**src/rtl/fp_buf_pkg.sv**
```systemverilog
// fp_buf_pkg -- shared definitions for the fp_pipe_buf elastic buffer.
//   MANT_W_DEF / EXP_W_DEF : default mantissa / exponent widths
//   DEPTH_MAX              : largest supported number of stages
//   fp_word_t              : packed {sign, exponent, mantissa} at default widths
//   occ_width()            : bit width needed to count 0..depth full stages
package fp_buf_pkg;

   localparam int MANT_W_DEF = 24;
   localparam int EXP_W_DEF  = 8;
   localparam int DEPTH_MAX  = 8;

   typedef struct packed {
      logic                 sign;
      logic [EXP_W_DEF-1:0]  expo;
      logic [MANT_W_DEF-1:0] mant;
   } fp_word_t;

   function automatic int occ_width(input int depth);
      return $clog2(depth + 1);
   endfunction

endpackage

```
**src/rtl/fp_buf_stage.sv**
```systemverilog
// fp_buf_stage -- one valid+data register of the elastic buffer.
//   clk, rst_n : clock, asynchronous active-low reset
//   flush      : synchronous clear of the valid bit
//   adv        : this stage may load from upstream at the next edge
//   up_valid   : upstream stage (or buffer input) holds a word
//   up_data    : upstream word {sign, exponent, mantissa}
//   valid      : this stage holds a word
//   data       : word held by this stage
module fp_buf_stage #(
   parameter int W = 33
) (
   input  logic         clk,
   input  logic         rst_n,
   input  logic         flush,
   input  logic         adv,
   input  logic         up_valid,
   input  logic [W-1:0] up_data,
   output logic         valid,
   output logic [W-1:0] data
);

   always_ff @(posedge clk or negedge rst_n) begin
      if (!rst_n) begin
         valid <= 1'b0;
      end else if (flush) begin
         valid <= 1'b0;
      end else if (adv) begin
         valid <= up_valid;
      end
   end

   // Data only moves when a real word arrives; an emptied stage keeps its
   // old contents, which downstream ignores because valid is low.
   always_ff @(posedge clk or negedge rst_n) begin
      if (!rst_n) begin
         data <= '0;
      end else if (adv && up_valid) begin
         data <= up_data;
      end
   end

endmodule

```
**src/rtl/fp_pipe_buf.sv**
```systemverilog
// fp_pipe_buf -- elastic valid/ready pipeline buffer for {sign, exp, mant}
// floating-point words, DEPTH register stages with bubble collapsing.
//   CLK, RST_N           : clock, asynchronous active-low reset
//   FLUSH                : synchronous clear of every stage
//   IN_VALID / IN_READY  : upstream handshake, ZS/ZEN/ZN input word
//   OUT_VALID / OUT_READY: downstream handshake, ZS1/ZEN1/ZN1 output word
//   OCCUPANCY            : number of full stages
//   STALL_CNT            : saturating count of stalled output cycles,
//                          present only when FP_PIPE_BUF_STALL_CNT_EN is defined
module fp_pipe_buf
   import fp_buf_pkg::*;
#(
   parameter int MANT_W = MANT_W_DEF,
   parameter int EXP_W  = EXP_W_DEF,
   parameter int DEPTH  = 2
) (
   input  logic                         CLK,
   input  logic                         RST_N,
   input  logic                         FLUSH,
   input  logic                         IN_VALID,
   output logic                         IN_READY,
   input  logic [MANT_W-1:0]            ZN,
   input  logic [EXP_W-1:0]             ZEN,
   input  logic                         ZS,
   output logic                         OUT_VALID,
   input  logic                         OUT_READY,
   output logic [MANT_W-1:0]            ZN1,
   output logic [EXP_W-1:0]             ZEN1,
   output logic                         ZS1,
   output logic [occ_width(DEPTH)-1:0]  OCCUPANCY
`ifdef FP_PIPE_BUF_STALL_CNT_EN
   ,
   output logic [15:0]                  STALL_CNT
`endif
);

   localparam int W     = 1 + EXP_W + MANT_W;
   localparam int OCC_W = occ_width(DEPTH);

   logic [DEPTH-1:0] vld;
   logic [DEPTH-1:0] adv;
   logic [W-1:0]     data [DEPTH];
   logic             in_fire;
   logic             out_fire;

   // A stage may advance if it is empty or everything below it can move;
   // evaluated tail-first so an empty slot anywhere lets the words above it
   // collapse into it.
   always_comb begin
      adv            = '0;
      adv[DEPTH-1]   = !vld[DEPTH-1] | OUT_READY;
      for (int k = DEPTH - 2; k >= 0; k--) begin
         adv[k] = !vld[k] | adv[k+1];
      end
   end

   for (genvar k = 0; k < DEPTH; k++) begin : g_stage
      logic         up_vld;
      logic [W-1:0] up_dat;
      if (k == 0) begin : g_head
         assign up_vld = IN_VALID;
         assign up_dat = {ZS, ZEN, ZN};
      end else begin : g_body
         assign up_vld = vld[k-1];
         assign up_dat = data[k-1];
      end
      fp_buf_stage #(.W(W)) u_stage (
         .clk      (CLK),
         .rst_n    (RST_N),
         .flush    (FLUSH),
         .adv      (adv[k]),
         .up_valid (up_vld),
         .up_data  (up_dat),
         .valid    (vld[k]),
         .data     (data[k])
      );
   end

   // RST_N gates ready so upstream sees no acceptance while reset is held.
   assign IN_READY          = adv[0] & !FLUSH & RST_N;
   assign OUT_VALID         = vld[DEPTH-1];
   assign {ZS1, ZEN1, ZN1}  = data[DEPTH-1];

   assign in_fire  = IN_VALID & IN_READY;
   assign out_fire = OUT_VALID & OUT_READY;

   // Running count tracks popcount(vld): words enter only through stage 0
   // and leave only through the last stage.
   always_ff @(posedge CLK or negedge RST_N) begin
      if (!RST_N) begin
         OCCUPANCY <= '0;
      end else if (FLUSH) begin
         OCCUPANCY <= '0;
      end else if (in_fire && !out_fire) begin
         OCCUPANCY <= OCCUPANCY + OCC_W'(1);
      end else if (!in_fire && out_fire) begin
         OCCUPANCY <= OCCUPANCY - OCC_W'(1);
      end
   end

`ifdef FP_PIPE_BUF_STALL_CNT_EN
   always_ff @(posedge CLK or negedge RST_N) begin
      if (!RST_N) begin
         STALL_CNT <= '0;
      end else if (FLUSH) begin
         STALL_CNT <= '0;
      end else if (OUT_VALID && !OUT_READY && (STALL_CNT != 16'hFFFF)) begin
         STALL_CNT <= STALL_CNT + 16'd1;
      end
   end
`endif

endmodule

```
**config.mk**
```make
export PLATFORM = sky130hd
export DESIGN_NAME = fp_pipe_buf
export DESIGN_NICKNAME = d
export VERILOG_FILES = /design/src/rtl/fp_buf_pkg.sv /design/src/rtl/fp_buf_stage.sv /design/src/rtl/fp_pipe_buf.sv
export SDC_FILE = /design/constraint.sdc
export NUM_CORES = 1
export LEC_CHECK = 0
export ABC_AREA = 1
export CAP_MARGIN = 15
export CORE_MARGIN = 1.5
export CORE_UTILIZATION = 30
export CTS_BUF_LIST = sky130_fd_sc_hd__clkbuf_4 sky130_fd_sc_hd__clkbuf_8 sky130_fd_sc_hd__clkbuf_16
export DETAILED_ROUTE_END_ITERATION = 12
export GPL_ROUTABILITY_DRIVEN = 1
export HOLD_SLACK_MARGIN = 0.03
export PLACE_DENSITY_LB_ADDON = 0.3
export SYNTH_ARGS = -nofsm -noshare
export SYNTH_HDL_FRONTEND = slang
export SYNTH_HIERARCHICAL = 1
export SYNTH_SLANG_ARGS = --single-unit
```
**constraint.sdc**
```tcl
create_clock -name CLK -period 1 [get_ports CLK]
set_input_delay 0.1 -clock CLK [delete_from_list [all_inputs] [get_ports CLK]]
set_output_delay 0.1 -clock CLK [all_outputs]
set_load 0.01 [all_outputs]
```
==> out/summary.txt, run 1 <==
Remaining Overflow, GRT: 0
Critical Path AT: 1540 ps
layout cell share with drive strength beyond 1: 0.4091
vertical extent of the die: 104.1 µm
pre-CTS WS: -445.3 ps
core outline area: 9864 µm²
Req. time, crit path: 1260 ps
classification of the worst-slack hold path: input port to async pin
setup repair after global routing missed its margin: yes
per-instance average area after synthesis: 9.386 µm²
Avg Vias per Cell: 4.454
cell types occupying the most area after synthesis: dfrtp_1 (57%), nand2_1 (15%), nand3_1 (11%)
Max Fclk: 777.6 MHz
sum of internal, switching and leakage power: 7.510 mW
number of remaining DRC errors: 0
Final Wtd Congestion: 0.7129
largest area contributor in the netlist: dfrtp_1
most frequent cell after synthesis: nand2_1
worst slack on hold paths: -225.9 ps
dominant register cell in the synthesized netlist: dfrtp_1
initial core utilization: 0.3111
Final Max Tran Viols: 0
drt pass-1 iters: 4
violated checks: negative hold slack, negative setup slack
measured slew at the worst slew-check pin: 465.9 ps
outcome: finished with violations
CTS tree: yes
ANT nets after route: 0
HPWL after detailed placement: 4770 µm
number of buffers created by CTS: 9
share of Yosys cell area claimed by the top area cell type: 0.5707
I/O pin cnt: 75
Commonest cells post-synth: nand2_1 (124), dfrtp_1 (70), nand3_1 (70), nand2_2 (21), buf_4 (12)
portion of the post-synthesis area used by sequential elements: 0.5707
setup total negative slack: -16820 ps
worst supply voltage drop on vdd: 0.5587 mV
Max Buffers Root-to-Sink: 2
Tcrit/Tclk final: 1.286
Layout Cell Area excl Fill: 4707 µm²
CTS root buf: clkbuf_8
maximum fanout count along the critical path: 8
type of element capturing the critical path: flop
clock net sink count: 70
die footprint: 10850 µm²
post-synthesis net count: 365
n_diodes: 0
average detailed-routed wire length per instance: 14.85 µm
violation count after the first detailed-route iteration: 84
P&R area growth vs syn: 53.36%
post-layout min period: 1286 ps
initial antenna violation count: 0
cell total after placement: 540
r2r setup slk: -290 ps
max-cap viol count: 0
number of distinct standard cells referenced by the synthesized netlist: 17
flops & latches, synth: 70
layout net count: 495
overall fraction of global-route tracks in use: 0.1681
worst slew slack as a fraction of its limit: 0.6894
Cell Count, Final, Fillers Out: 595
worst clock skew: 4.302 ps
clock-pin slew of the registers on the worst-case setup and hold paths: 80 ps
Critical Path Start Type: flop
standard-cell row count: 36
synthesized instance count: 327
hold violation total from the final report: 33
via count of the first global-routing pass: 2648
post-synth design cell area: 3069 µm²
Static Leakage: 2.429 nW
number of I/O port buffers: 74
Setup Crit Path Kind: flop to flop
Worst Setup Slack, final: -286.0 ps
EDFF count, synth: 0
Skew-Pair Late Insertion Delay: 360 ps
power per unit of standard cell area: 1595 nW/µm²
count of vias placed by the detailed router: 2650
number of H-tree levels: 3
setup-violating endpoint count in the final report: 74
dpl cell area: 4004 µm²
pin count of the biggest net entering global routing: 41
post-synthesis async set-or-reset flop share: 1.000
number of warnings printed during yosys synthesis: 6
first-pass GRT wire length: 13830 µm
Die W: 104.1 µm
Final Routed Wirelength: 8833 µm
==> worst paths after layout <==
kind                       cells past startpoint                          end                       start
setup / recovery                               7   g_stage[1].u_stage/data[6]    g_stage[1].u_stage/valid
hold / removal                                 2                 OCCUPANCY[0]                       RST_N
setup reg to reg                               7   g_stage[1].u_stage/data[6]    g_stage[1].u_stage/valid
max in group asynchronous                      3  g_stage[0].u_stage/data[28]                       RST_N
hold reg to reg                                2   g_stage[1].u_stage/data[9]  g_stage[1].u_stage/data[9]
min in group CLK                               3  g_stage[0].u_stage/data[31]                    IN_VALID
==> cell usage in the layout, fill, tap and decap left out, types with 3 or more instances in the layout <==
cell	n
nand3_1	58
buf_6	6
inv_1	6
dfrtp_1	68
buf_2	35
buf_4	44
nand3_2	13
clkbuf_8	10
buf_16	3
buf_12	6
nand2_4	4
nand2_1	101
clkdlybuf4s50_1	35
nand2_8	7
clkinvlp_4	3
nand2_2	42
==> kinds of logic (layout without fill, tap and decap cells) <==
kind of cell | count (synthesis) | after routing | synth area share
AND/OR/NAND/NOR | 226 | 233 | 0.3437
XOR/XNOR | 1 | 1 | 0.002854
buffers and inverters | 30 | 158 | 0.08276
flip-flops | 70 | 70 | 0.5707
==> state kept, by name, indices dropped and copies added (netlist names) <==
register               cells
OCCUPANCY                  2
g_stage.u_stage/valid      2
g_stage.u_stage/data      66
==> through the flow <==
stage,hold slack [ps],utilization
after global routing,-202.0,0.4772
final,-225.9,0.4772
after global placement,173.7,0.4059
after CTS,-214.3,0.4555
after detailed placement,178.5,0.4059
after floorplan,-195.6,-
==> worst max-delay path: stages, from the launching register on <==
cell and delay [ps]:
dfrtp_2 420, buf_6 130, buf_6 120, nand2_8 80
buf_12 160, nand2_4 120, nand2_2 100, nand2_1 40
==> where the power goes <==
group | switching (mW) | internal [mW]
clock | 1.15 | 1.15
sequential | 0.204 | 3.20
combinational | 0.868 | 0.935
total | 2.23 | 5.28
==> area by class of cell <==
cell class              count  area (µm²)
well taps                 133       166.4
flip-flops and latches     70        1754
inverters                   8       43.79
fillers                   995        5157
clock inverters             7       75.07
multi-input cells         234        1324
clock buffers               9       123.9
repair buffers            134        1220
==> per-layer routing <==
metal,global-route usage,routed length [µm],vias up
li1,-,-,1315
met1,0.2064,3897,1271
met2,0.2852,4515,54
met3,0.04135,321,10
met4,0.06250,98,0
met5,0,0,-
==> repair_timing <==
action                     in CTS  in global routing
cloned                         10                  2
hold endpoints to repair       33                 33
resized for setup             183                 30
setup endpoints to repair     107                105
setup buffers                  20                  7
pin swaps                      18                  8
(Power assumes the default switching activity.)
==> inputs of run 2 (changes only) <==
--- a/config.mk
+++ b/config.mk
@@ -6,7 +6,8 @@
 export NUM_CORES = 1
 export LEC_CHECK = 0
 export ABC_AREA = 1
-export CAP_MARGIN = 15
+export CAP_MARGIN = 20
+export CORE_ASPECT_RATIO = 0.5
 export CORE_MARGIN = 1.5
 export CORE_UTILIZATION = 30
 export CTS_BUF_LIST = sky130_fd_sc_hd__clkbuf_4 sky130_fd_sc_hd__clkbuf_8 sky130_fd_sc_hd__clkbuf_16
==> run 2 against run 1 <==
The flow finishes with violations (negative setup slack); clock skew about the same; largest power group unchanged; critical path type is now flop to output pin; routed wire length is 8.4% lower; cell area is 5.8% lower; first-iteration DRC count is 110% higher.
==> out/summary.txt, run 2 (synthesized netlist as in run 1, its figures left out) <==
number of remaining DRC errors: 0 (unchanged)
CTS root buf: clkbuf_16
classification of the worst-slack hold path: input port to async pin
I/O pin cnt: 75 (unchanged)
Final Max Tran Viols: 0 (unchanged)
clock-pin slew of the registers on the worst-case setup and hold paths: 50 ps (-30 ps)
pre-CTS WS: -442.5 ps (+2.828 ps)
met3 Usage GRT: 0.03558 (-0.005771)
HPWL after detailed placement: 4872 µm (+2.1%)
vertical extent of the die: 74.52 µm (-28%)
Storage cell area: 1754 µm² (unchanged)
average detailed-routed wire length per instance: 14.19 µm (-4.4%)
number of H-tree levels: 3 (unchanged)
worst supply voltage drop on vdd: 0.8976 mV (+61%)
Req. time, crit path: 900 ps (-360 ps)
number of I/O port buffers: 74 (unchanged)
critical path, cell by cell: buf_6 -> nand3_4 -> nand2_2 -> inv_2 -> buf_6
Static Leakage: 2.307 nW (-5.0%)
post-layout min period: 1219 ps (-67.23 ps)
worst reg-to-reg path cell count: 8 (+1)
Most Used Layer, Global Route: met2
clock net sink count: 70 (unchanged)
die footprint: 10880 µm² (+0.34%)
Max Fclk: 820.5 MHz (+5.5%)
Avg Vias per Cell: 4.444 (-0.22%)
Most flops, register: g_stage.u_stage/data
met2 GRT Util: 0.2566 (-0.02863)
Tcrit/Tclk final: 1.219 (-0.06723)
M1 GR Usage: 0.2157 (+0.009304)
max-cap viol count: 0 (unchanged)
final-layout fill cell count: 976 (-1.9%)
Critical Path Start Type: flop
r2r setup slk: -200 ps (+90 ps)
Reg2Reg Launch Point: g_stage[1].u_stage/valid
Final Routed Wirelength: 8091 µm (-8.4%)
first-pass GRT wire length: 13210 µm (-4.5%)
Critical Path AT: 1120 ps (-420 ps)
via count of the first global-routing pass: 2535 (-4.3%)
Skew-Pair Late Insertion Delay: 330 ps (-30 ps)
Slowest Stage Delay on Critical Path: 400 ps (-20 ps)
r2r endpoint: OCCUPANCY[0]
P&R area growth vs syn: 44.44%
standard-cell row count: 25 (-31%)
initial antenna violation count: 0 (unchanged)
Remaining Overflow, GRT: 0 (unchanged)
overall fraction of global-route tracks in use: 0.1599 (-0.008133)
ANT nets after route: 0 (unchanged)
Final Wtd Congestion: 0.7516 (+5.4%)
most frequent standard cell in the layout excluding fill and tap cells: nand2_1
worst slew slack as a fraction of its limit: 0.7600 (+0.07065)
Top cell by count, worst path: buf_6
maximum fanout count along the critical path: 3 (-5)
Die W: 146.0 µm (+40%)
layout cell share with drive strength beyond 1: 0.3149 (-0.09415)
Max Buffers Root-to-Sink: 2 (unchanged)
CTS tree: yes
n_diodes: 0 (unchanged)
highest-count cells in the layout ignoring fill and taps: nand2_1 (115), dfrtp_1 (68), nand3_1 (68), buf_2 (36), clkdlybuf4s50_1 (35)
setup-violating endpoint count in the final report: 72 (-2.7%)
violated checks: negative setup slack
core outline area: 9697 µm² (-1.7%)
layout net count: 468 (-5.5%)
drt pass-1 iters: 5 (+1)
number of buffers created by CTS: 9 (unchanged)
hold violation total from the final report: 0 (-100%)
Worst Setup Slack, final: -218.7 ps (+67.23 ps)
area taken by multi-input logic gates: 1187 µm² (-10%)
pin count of the biggest net entering global routing: 55 (+34%)
initial core utilization: 0.3165 (+0.005380)
flip-flop count of the largest register after layout: 66 (unchanged)
violation count after the first detailed-route iteration: 177 (+110%)
Buf+Inv Stages, Crit Path: 3 (unchanged)
power per unit of standard cell area: 1825 nW/µm² (+14%)
measured slew at the worst slew-check pin: 359.9 ps (-106.0 ps)
Setup Crit Path Kind: flop to output pin
worst clock skew: 4.311 ps (+0.008100 ps)
sum of internal, switching and leakage power: 8.089 mW (+7.7%)
Regs by FF count: g_stage.u_stage/data: 66 flops, OCCUPANCY: 2 flops, g_stage.u_stage/valid: 2 flops
outcome: finished with violations
Largest delay share family, worst path: flip-flops
type of element capturing the critical path: output pin
count of vias placed by the detailed router: 2533 (-4.4%)
setup repair after global routing missed its margin: yes
critical-path cell with the highest stage delay: dfrtp_2
-- run 2: worst max-delay path by stage --
stage | startpoint | cells past startpoint | slack [ps] | to
after floorplan | g_stage[1].u_stage/valid | 6 | -80 | g_stage[0].u_stage/data[0]
after global placement | OUT_READY | 6 | -430 | IN_READY
after detailed placement | OUT_READY | 6 | -440 | IN_READY
after CTS | g_stage[1].u_stage/valid | 5 | -230 | IN_READY
after global routing | g_stage[1].u_stage/valid | 8 | -270 | OCCUPANCY[0]
final | g_stage[1].u_stage/valid | 5 | -220 | IN_READY
-- run 2: layer usage --
layer / routed length (µm) / part of all wire
met1: 3824 / 0.47
met2: 3800 / 0.47
met3: 341 / 0.042
met4: 124 / 0.015
met5: 0 / 0
-- run 2: power by group --
part / switching, mW / total (mW) / internal, mW
registers: 0.203 / 3.41 / 3.20
clock network: 1.13 / 3.13 / 2.00
logic: 0.793 / 1.55 / 0.756
total: 2.12 / 8.09 / 5.96
-- run 2: layout make-up --
class,count,area share
Inverter,8,0.009879
Timing Repair Buffer,110,0.2218
Clock inverter,4,0.01073
Sequential cell,70,0.3957
Clock buffer,12,0.05588
Multi-Input combinational cell,231,0.2679
Tap cell,135,0.03810
-- run 2: stage by stage --
stage / setup TNS, ps / std cells / area [µm²] / utilization / hold slack [ps]
6_report: -11020 / 570 / 4433 / 0.4572 / 267.8
2_1_floorplan: -4010 / 327 / 3078 / - / -195.6
3_3_place_gp: -25750 / 541 / 4035 / 0.4161 / 77.61
3_5_place_dp: -27760 / 541 / 4035 / 0.4161 / 81.87
5_1_grt: -15350 / 570 / 4433 / 0.4572 / 298.5
4_1_cts: -12140 / 567 / 4318 / 0.4453 / 265.6
-- run 2: timing repair --
| item | CTS | global route |
|---|---|---|
| setup endpoints to repair | 107 | 72 |
| resized for setup | 164 | 17 |
| hold endpoints to repair | 16 | 0 |
| setup buffers | 6 | 1 |
| hold buffers | 1 | 0 |
| pin swaps | 2 | 1 |
| cloned | 4 | 2 |
-- run 2: worst register-to-register path: stages, from the launching register on --
cell and delay, ps:
dfrtp_2 400, buf_6 130, nand3_4 70, buf_12 160
nand3_4 70, nand2_4 100, nand3_1 60, nand2_1 60
nand2_1 50
==> inputs of run 3 (changes only) <==
==> constraint.sdc (replaced) <==
create_clock -name CLK -period 1.39 [get_ports CLK]
set_input_delay 0.139 -clock CLK [delete_from_list [all_inputs] [get_ports CLK]]
set_output_delay 0.139 -clock CLK [all_outputs]
set_load 0.01 [all_outputs]
==> run 3 against run 2 <==
Utilization decreased by 1.6 points; sequential power shrank 28%; critical path depth fell by 4; critical path type unchanged; via count decreased by 6.2%; global-route usage shrank 2.2 points; sequential share of layout area up 1.4 points; the run now ends clean.
==> out/summary.txt, run 3 (synthesized netlist as in run 1, its figures left out) <==
average detailed-routed wire length per instance: 12.75 µm (-10%)
Critical Path AT: 1210 ps (+90 ps)
CTS tree: yes
drt pass-1 iters: 4 (-1)
Die W: 146.0 µm (unchanged)
power per unit of standard cell area: 1430 nW/µm² (-22%)
max-cap viol count: 0 (unchanged)
Regs by FF count: g_stage.u_stage/data: 66 flops, OCCUPANCY: 2 flops, g_stage.u_stage/valid: 2 flops
clock net sink count: 70 (unchanged)
overall fraction of global-route tracks in use: 0.1384 (-0.02151)
post-layout util: 0.4409 (-0.01626)
clock-pin slew of the registers on the worst-case setup and hold paths: 60 ps (about the same)
Max Buffers Root-to-Sink: 2 (unchanged)
vertical extent of the die: 74.52 µm (unchanged)
number of buffers created by CTS: 9 (unchanged)
outcome: finished clean
Req. time, crit path: 1250 ps (+350 ps)
critical path depth in cells: 1 (-4)
Slowest Stage Delay on Critical Path: 530 ps (+130 ps)
worst supply voltage drop on vdd: 0.6767 mV (-25%)
standard-cell row count: 25 (unchanged)
critical-path cell with the highest stage delay: clkdlybuf4s50_1
Layout Cell Area excl Fill: 4275 µm² (-3.6%)
CTS root buf: clkbuf_16
via count of the first global-routing pass: 2397 (-5.4%)
r2r endpoint: g_stage[1].u_stage/data[15]
n_diodes: 0 (unchanged)
Final Routed Wirelength: 6937 µm (-14%)
highest-count cells in the layout ignoring fill and taps: nand2_1 (124), dfrtp_1 (70), nand3_1 (70), clkdlybuf4s50_1 (39), nand2_2 (21)
first-pass GRT wire length: 11600 µm (-12%)
most frequent standard cell in the layout excluding fill and tap cells: nand2_1
HPWL after detailed placement: 4398 µm (-9.7%)
flip-flop count of the largest register after layout: 66 (unchanged)
maximum fanout count along the critical path: 2 (-1)
Most flops, register: g_stage.u_stage/data
initial core utilization: 0.3165 (unchanged)
Remaining Overflow, GRT: 0 (unchanged)
setup total negative slack: 0 ps (+11020 ps)
die footprint: 10880 µm² (unchanged)
P&R area growth vs syn: 39.30%
Largest delay share family, worst path: buffers and inverters
I/O pin cnt: 75 (unchanged)
core outline area: 9697 µm² (unchanged)
Skew-Pair Late Insertion Delay: 330 ps (about the same)
Post-CTS Hold Fix Bufs: 0 (-1)
dpl cell area: 3889 µm² (-3.6%)
worst clock skew: 5.481 ps (+1.171 ps)
measured slew at the worst slew-check pin: 917.8 ps (+557.9 ps)
worst slew slack as a fraction of its limit: 0.3881 (-0.3719)
r2r setup slk: 110 ps (+310 ps)
Tcrit/Tclk final: 0.9695
type of element capturing the critical path: output pin
critical path, cell by cell: clkdlybuf4s50_1
setup-violating endpoint count in the final report: 0 (-100%)
Reg2Reg Launch Point: g_stage[1].u_stage/valid
Final Max Tran Viols: 0 (unchanged)
CP startpoint: g_stage[1].u_stage/data[18]
hold violation total from the final report: 0 (unchanged)
count of vias placed by the detailed router: 2375 (-6.2%)
worst reg-to-reg path cell count: 6 (-2)
initial antenna violation count: 0 (unchanged)
Critical Path Start Type: flop
Buf+Inv Stages, Crit Path: 1 (-2)
Static Leakage: 2.362 nW (+2.4%)
number of H-tree levels: 3 (unchanged)
Max Fclk: 742.1 MHz
layout cell share with drive strength beyond 1: 0.1491 (-0.1658)
violation count after the first detailed-route iteration: 125 (-29%)
Final Wtd Congestion: 0.7369 (-2.0%)
Avg Vias per Cell: 4.366 (-1.8%)
pin count of the biggest net entering global routing: 71 (+29%)
capture point of the critical path: ZN1[18]
ANT nets after route: 0 (unchanged)
classification of the worst-slack hold path: input port to async pin
Setup Crit Path Kind: flop to output pin
post-layout min period: 1348 ps
layout net count: 442 (-5.6%)
setup repair after global routing missed its margin: no
number of remaining DRC errors: 0 (unchanged)
number of I/O port buffers: 74 (unchanged)
[run 3: cell type report]
cell class                      count  area, µm²
Clock buffer                       11      246.5
Tap cell                          135      168.9
Multi-Input combinational cell    227       1064
Fill cell                         979       5421
Timing Repair Buffer               88      894.6
Sequential cell                    70       1752
Inverter                            8      43.79
Clock inverter                      5      106.4
[run 3: layer usage]
layer | track usage | vias to the layer above | part of all wire
met4 | 0.04377 | 0 | 0.0082
met2 | 0.2360 | 40 | 0.48
met5 | 0 | - | 0
met1 | 0.1735 | 1127 | 0.48
li1 | - | 1202 | -
met3 | 0.04110 | 6 | 0.035
[run 3: stage by stage]
step / power, mW / hold slack, ps / std cells / setup slack, ps
floorplan: 2.982 / -156.6 / 327 / 273.1
global placement: 3.557 / 423.6 / 526 / -106.1
detailed placement: 3.577 / 427.3 / 526 / -125.9
CTS: 6.219 / 84.33 / 543 / 2.647
global route: 6.413 / 106.1 / 544 / 0.1902
finish: 6.114 / 39.20 / 544 / 42.45
[run 3: worst min path at each step]
stage | from | endpoint | slack [ps]
6_report | RST_N | g_stage[0].u_stage/data[8] | 40
3_5_place_dp | RST_N | OCCUPANCY[1] | 430
3_3_place_gp | RST_N | OCCUPANCY[1] | 420
2_1_floorplan | RST_N | OCCUPANCY[0] | -160
5_1_grt | RST_N | g_stage[0].u_stage/data[29] | 110
4_1_cts | RST_N | g_stage[1].u_stage/data[20] | 80
[run 3: power by group]
group | switching (mW) | internal [mW] | total [mW]
Clock | 0.848 | 1.82 | 2.67
Combinational | 0.477 | 0.497 | 0.973
Sequential | 0.165 | 2.30 | 2.47
[run 3: repair_timing]
action                                 in CTS  in global routing
setup endpoints to repair                  17                 18
gates resized for setup                    17                 16
endpoints found under the hold margin       0                  0
buffers inserted                            1                  1
